==> src/rtl/arbitro_registro.sv <==
// Round-robin arbiter sharing one N-bit result register among M requesters.
// Each grant lasts one cycle. On the following edge the granted data is written
// (commit) if its request is still up. Otherwise the write is dropped (abort).
module arbitro_registro #(
  parameter int unsigned N = 3,
  parameter int unsigned M = 4
) (
  input  logic                   clk,
  input  logic                   reset,
  input  logic [M-1:0]           req,
  input  logic [M*N-1:0]         datos,
  output logic [M-1:0]           gnt,
  output logic                   hecho,
  output logic                   ocupado,
  output logic [N-1:0]           salida,
  output logic [$clog2(M)-1:0]   dueno
);

  localparam int unsigned IW = $clog2(M);

  typedef enum logic {IDLE = 1'b0, GRANT = 1'b1} estado_t;

  estado_t        state_q, state_d;
  logic [M-1:0]   gnt_q, gnt_d;
  logic           hecho_q, hecho_d;
  logic           ocupado_q, ocupado_d;
  logic [N-1:0]   salida_q, salida_d;
  logic [IW-1:0]  dueno_q, dueno_d;
  logic [IW-1:0]  ptr_q, ptr_d;
  logic [IW-1:0]  g_q, g_d;

  logic [N-1:0]   dat_arr [M];
  logic [IW-1:0]  sel;
  logic           found;
  logic [IW-1:0]  cand;

  // Unpack the flattened data bus into one entry per requester
  for (genvar i = 0; i < M; i++) begin : g_unpack
    assign dat_arr[i] = datos[i*N +: N];
  end

  // Cyclic search starting just after the last committed requester
  always_comb begin
    found = 1'b0;
    sel   = '0;
    cand  = '0;
    for (int unsigned k = 1; k <= M; k++) begin
      cand = IW'((32'(ptr_q) + k) % M);
      if (!found && req[cand]) begin
        found = 1'b1;
        sel   = cand;
      end
    end
  end

  // Next-state and next-output logic
  always_comb begin
    state_d   = state_q;
    gnt_d     = '0;
    hecho_d   = 1'b0;
    ocupado_d = 1'b0;
    salida_d  = salida_q;
    dueno_d   = dueno_q;
    ptr_d     = ptr_q;
    g_d       = g_q;
    case (state_q)
      IDLE: begin
        if (found) begin
          state_d   = GRANT;
          gnt_d     = M'(1) << sel;
          ocupado_d = 1'b1;
          g_d       = sel;
        end
      end
      GRANT: begin
        state_d = IDLE;
        if (req[g_q]) begin
          salida_d = dat_arr[g_q];
          hecho_d  = 1'b1;
          dueno_d  = g_q;
          ptr_d    = g_q;
        end
      end
      default: state_d = IDLE;
    endcase
  end

  // State and output registers; after reset requester 0 has top priority
  always_ff @(posedge clk or negedge reset) begin
    if (!reset) begin
      state_q   <= IDLE;
      gnt_q     <= '0;
      hecho_q   <= 1'b0;
      ocupado_q <= 1'b0;
      salida_q  <= '0;
      dueno_q   <= '0;
      ptr_q     <= IW'(M - 1);
      g_q       <= '0;
    end else begin
      state_q   <= state_d;
      gnt_q     <= gnt_d;
      hecho_q   <= hecho_d;
      ocupado_q <= ocupado_d;
      salida_q  <= salida_d;
      dueno_q   <= dueno_d;
      ptr_q     <= ptr_d;
      g_q       <= g_d;
    end
  end

  assign gnt     = gnt_q;
  assign hecho   = hecho_q;
  assign ocupado = ocupado_q;
  assign salida  = salida_q;
  assign dueno   = dueno_q;

endmodule
==> config.mk <==
export PLATFORM = sky130hd
export DESIGN_NAME = arbitro_registro
export DESIGN_NICKNAME = d
export VERILOG_FILES = /design/src/rtl/arbitro_registro.sv
export SDC_FILE = /design/constraint.sdc
export NUM_CORES = 1
export LEC_CHECK = 0
export ABC_AREA = 1
export CORE_UTILIZATION = 42
export DETAILED_ROUTE_END_ITERATION = 10
export GPL_ROUTABILITY_DRIVEN = 1
export PLACE_DENSITY = 0.75
export RECOVER_POWER = 50
export SLEW_MARGIN = 25
export SYNTH_ARGS = -nofsm -noshare
export SYNTH_HDL_FRONTEND = slang
export SYNTH_SLANG_ARGS = --single-unit
==> constraint.sdc <==
create_clock -name clk -period 1.5 [get_ports clk]
set_clock_uncertainty 0.1 [all_clocks]
set_input_delay 0.225 -clock clk [delete_from_list [all_inputs] [get_ports clk]]
set_output_delay 0.225 -clock clk [all_outputs]
set_load 0.01 [all_outputs]
# --- Word-level counts from Yosys, hierarchy flattened ---
# Cells that the tools add are included.
word_totals:
  regBits: 16
  latch_bits: 0
  ram_bits: 0
  rom_bits: 0
  inputBits: 18
  out_inout_bits: 11
  elab_cells: 57
  mem_count: 0
op_classes:
  n_addsub: 4
  n_mul: 0
  div_mod_pow: 0
  order_cmp: 6
  n_eq_ne: 0
  shifts: 1
  mux: 28
  n_bitwise: 2
  reduce_logical: 8
op_table:
  columns: ["cell", "n"]
  rows:
  - ["< comparator 2 x 3 -> 1 bit, second input constant", 5]
  - ["2-to-1 mux 1 bit", 13]
  - ["binary-select mux 1 bit (select 2 bit)", 5]
  - ["2-to-1 mux 2 bit", 4]
  - ["2-to-1 mux 4 bit", 2]
  - ["binary-select mux 3 bit (select 2 bit)", 1]
  - ["2-to-1 mux 3 bit", 2]
  - ["adder 2 x 1 -> 2 bit, second input constant", 2]
  - ["adder 2 bit, second input constant", 2]
  - ["AND reduction 2 bit", 2]
  - ["<< shifter 1 x 2 -> 4 bit, first input constant", 1]
  - ["greater-or-equal comparator 3 bit, second input constant", 1]
  - ["logical AND 1 bit", 3]
  - ["logical NOT 1 bit", 3]
  - ["inverter 2 -> 3 bit", 1]
  - ["one-hot mux 1 bit (2 select lines)", 1]
  - ["inverter 1 bit", 1]

# --- Depth between registers and ports, before layout ---
depth:
  depth_word: 16
  ltp_mapped: 13
  mapped_depth_nobuf: 11

# --- Worst setup path after synthesis ---
# No wires, ideal clock.
synth_path:
  path_kind: "reg2reg"
  start: "register ptr_q[0]"
  end: "register g_q[1]"
  setup_time_ps: 122
  t_arrival_ps: 1445
  t_required_ps: 1278
  setup_slack_ps: -167
  path_stages_with_launch: 14
  n_path_buf: 2
  period_less_slack_ps: 1667
  path_cell_list: "dfstp_2 buf_6 inv_4 buf_6 nand2_2 nand2_2 nand2_4 nand2_4 nor2_8 nand3_2 nand2_2 inv_2 nand2_1 o21ai_1"
synth_between:
  elab_chain_cells: 14
  word_cells_on_any_way: 27
  classes_between: "add/sub: 4; mux: 16; reduce/logical: 7"
synth_lines:
  columns: ["element", "line", "text"]
  rows:
  - ["from (decl)", "29", "logic [IW-1:0] ptr_q, ptr_d;"]
  - ["from (signal assigned)", "97", "ptr_q <= IW'(M - 1);"]
  - ["from (signal assigned)", "106", "ptr_q <= ptr_d;"]
  - ["adder 2 x 1 -> 2 bit", "48", "cand = IW'((32'(ptr_q) + k) % M);"]
  - ["binary-select mux 1 bit (select 2 bit)", "49", "if (!found && req[cand]) begin"]
  - ["2-to-1 mux 1 bit (not written as such)", "49", null]
  - ["2-to-1 mux 1 bit", "49", null]
  - ["logical NOT 1 bit", "49", null]
  - ["logical AND 1 bit", "49", null]
  - ["2-to-1 mux 1 bit", "49", null]
  - ["logical NOT 1 bit", "49", null]
  - ["logical AND 1 bit", "49", null]
  - ["2-to-1 mux 1 bit", "49", null]
  - ["logical NOT 1 bit", "49", null]
  - ["logical AND 1 bit", "49", null]
  - ["2-to-1 mux 1 bit", "49", null]
  - ["AND reduction 2 bit (no line)", null, null]
  - ["to (signal assigned)", "107", "g_q <= g_d;"]
  - ["to (decl)", "30", "logic [IW-1:0] g_q, g_d;"]
# Parallel ways exist; a longest one is shown, timed or not. The select of a mux whose other input is x is not followed.
# A chain may end at the register's enable or synchronous reset.

# --- Worst setup path in the final report ---
# Ends and elaborated chain as after synthesis.

==> flow_metrics.env <==
export IMPL_status="finished, violations left"
export IMPL_violations="negative setup slack"
export IMPL_nets=198
export IMPL_remaining_drc_errors=0
export IMPL_fin_ws_ns=-0.243
export IMPL_synthDistinctLibCells=23
export IMPL_worstSetupPathType="register to register"
export IMPL_synth_cells=131
export IMPL_hold_viol=0
export IMPL_viasPerCell=5.07
export IMPL_initial_core_util_pct=44.6
export IMPL_grt_max_degree=16
export IMPL_antenna_found_initial=0
export IMPL_clk_latency_ns=0.28
export IMPL_final_cell_mix="24 x nand2_1, 18 x nand2_2, 18 x nor2_1, 18 x clkdlybuf4s50_1, 16 x buf_4"
export IMPL_layout_commonest_cell="nand2_1"
export IMPL_core_mm2=0.00221
export IMPL_synth_net_count=149
export IMPL_tightestPinTransition_ns=0.786
export IMPL_diodes=0
export IMPL_yosys_warnings=0
export IMPL_finalPower_uw=3290
export IMPL_first_pass_iters=6
export IMPL_synth_enable_flop_cells=0
export IMPL_drt_total_wl_um=2490
export IMPL_maxCapViolations=0
export IMPL_cp_end_kind="register"
export IMPL_grt_pass1_vias=1028
export IMPL_io_buffers=28
export IMPL_grt_usage_pct=22.0
export IMPL_ys_flop_type="dfrtp_1"
export IMPL_std_cell_rows=17
export IMPL_die_h_um=50.5
export IMPL_cts_sinks=15
export IMPL_ys_async_sr_fraction_pct=100
export IMPL_layout_drive_gt1_share_pct=36.3
export IMPL_syn_area_per_cell_um2=7.53
export IMPL_period_needed_ns=1.74
export IMPL_clkTransAtPathRegs_ns=0.09
export IMPL_vias=1050
export IMPL_cts_root_buf="clkbuf_4"
export IMPL_period_share_pct=116
export IMPL_htree_levels=1
export IMPL_grt_ovfl_total=0
export IMPL_routedWlPerCell_um=12.0
export IMPL_cellPowerDensity_mw_per_mm2=2180
export IMPL_yosysSeqAreaShare_pct=38.3
export IMPL_dp_cells=200
export IMPL_grt_pass1_wl_um=4150
export IMPL_slew_headroom_pct=47.6
export IMPL_die_area_mm2=0.00255
export IMPL_rsz0062_at_grt="true"
export IMPL_finalMaxSlewViolations=0
export IMPL_synth_seq_cells=15
export IMPL_final_util_pct=68.2
export IMPL_setup_viol=7
export IMPL_worstPathArrival_ns=1.81
export IMPL_cts_buffers=3
export IMPL_drt_iter0_drc=26
export IMPL_cp_start_kind="register"
export IMPL_cts_tree="built"
export IMPL_worstPathRequired_ns=1.56
export IMPL_p_leak_uw=0.000810
export IMPL_synth_area_um2=986
export IMPL_timing_fmax_ghz=0.574
export IMPL_ir_drop_uv=1100
export IMPL_syn_to_final_growth_pct=53.0
export IMPL_hold_path_class="register to register"
export IMPL_cp_max_fo=8
export IMPL_dieWidth_um=50.5
export IMPL_hpwl_um=1940
export IMPL_fillerInstances=201
export IMPL_ant_nets=0
export IMPL_gp_congestion=0.843
export IMPL_cts_path_max_buffers=2
export IMPL_instances_no_fill=207
export IMPL_io_pins=29
[layer usage]
layer | GRT usage, % | up-vias | part of all wire, %
met4 | 6.94 | 0 | 1.4
met5 | 0 | - | 0
met3 | 5.45 | 6 | 5.5
li1 | - | 517 | -
met1 | 22.4 | 491 | 39
met2 | 42.9 | 36 | 54
[worst max-delay path: stages (launching register included)]
cell and delay, ns:
dfstp_2 0.62, inv_4 0.09, nand2_2 0.09, nand2_2 0.07, nand2_2 0.10, inv_1 0.06
a21boi_2 0.12, nand2_1 0.09, inv_2 0.08, nand2_2 0.07, nand2_2 0.07, o21ai_1 0.07
[report_power, final]
part           switching, uW  internal (uW)
Combinational           1300           1030
Clock                    124            103
Sequential               131            599
Total                   1550           1730
[path summary, 6_finish.rpt]
kind,endpoint,startpoint,slack (ns),depth (start not counted)
max,g_q[1],ptr_q[0],-0.24,11
min,dueno[0],dueno[0],0.40,2
max reg2reg,g_q[1],ptr_q[0],-0.24,11
min reg2reg,dueno[0],dueno[0],0.40,2
max in group asynchronous,salida[1],reset,0.38,2
min in group asynchronous,gnt[3],reset,0.43,2
[cell type report]
class	instances	area, um^2	share of cell area [%]
Tap cell	28	35.0	2.32
Multi-Input combinational cell	99	567	37.6
Sequential cell	15	378	25.0
Timing Repair Buffer	48	449	29.8
Clock buffer	4	26.3	1.74
Inverter	13	53.8	3.57
[through the flow]
step	setup TNS, ns	setup slack, ns	hold slack (ns)	cell area [um^2]
final	-1.52	-0.243	0.398	1510
after global placement	-3.06	-0.273	0.372	1400
after CTS	-1.32	-0.204	0.152	1470
after global routing	-2.29	-0.317	0.429	1510
after floorplan	-0.900	-0.167	-0.171	986
after detailed placement	-3.34	-0.308	0.383	1400
[what timing repair did]
action                     4_1_cts  5_1_grt
resized for setup               13       17
pin swaps                       10        5
hold buffers                     0        0
buffers inserted                 3        0
cloned                           0        0
setup endpoints to repair       10       20
[synthesized netlist by cell type (3+ instances only)]
cell	n	area share, %
inv_1	8	3.0
dfrtp_1	13	33
a31oi_1	3	1.9
nand2_1	31	12
nand3_1	6	3.0
nor2_1	19	7.2
inv_2	4	1.5
nand4_1	3	1.9
nand2_2	12	7.6
nand3_2	3	3.0
nand2_4	4	4.6
o21ai_0	11	5.6
[cell families (layout without fill, tap and decap cells)]
family,after synthesis,in the layout,share of synthesized area [%]
DFF,15,15,38.3
AOI/OAI and AO/OA,17,17,9.26
buffers and inverters,17,65,8.50
and+or+nand+nor,82,82,43.9
[flip-flops by register name, summed over array words and instances (netlist names)]
signal,flops
dueno,2
g_q,2
gnt,4
hecho,1
ocupado,1
ptr_q,2
salida,3
Power figures use the tool's default switching activity.
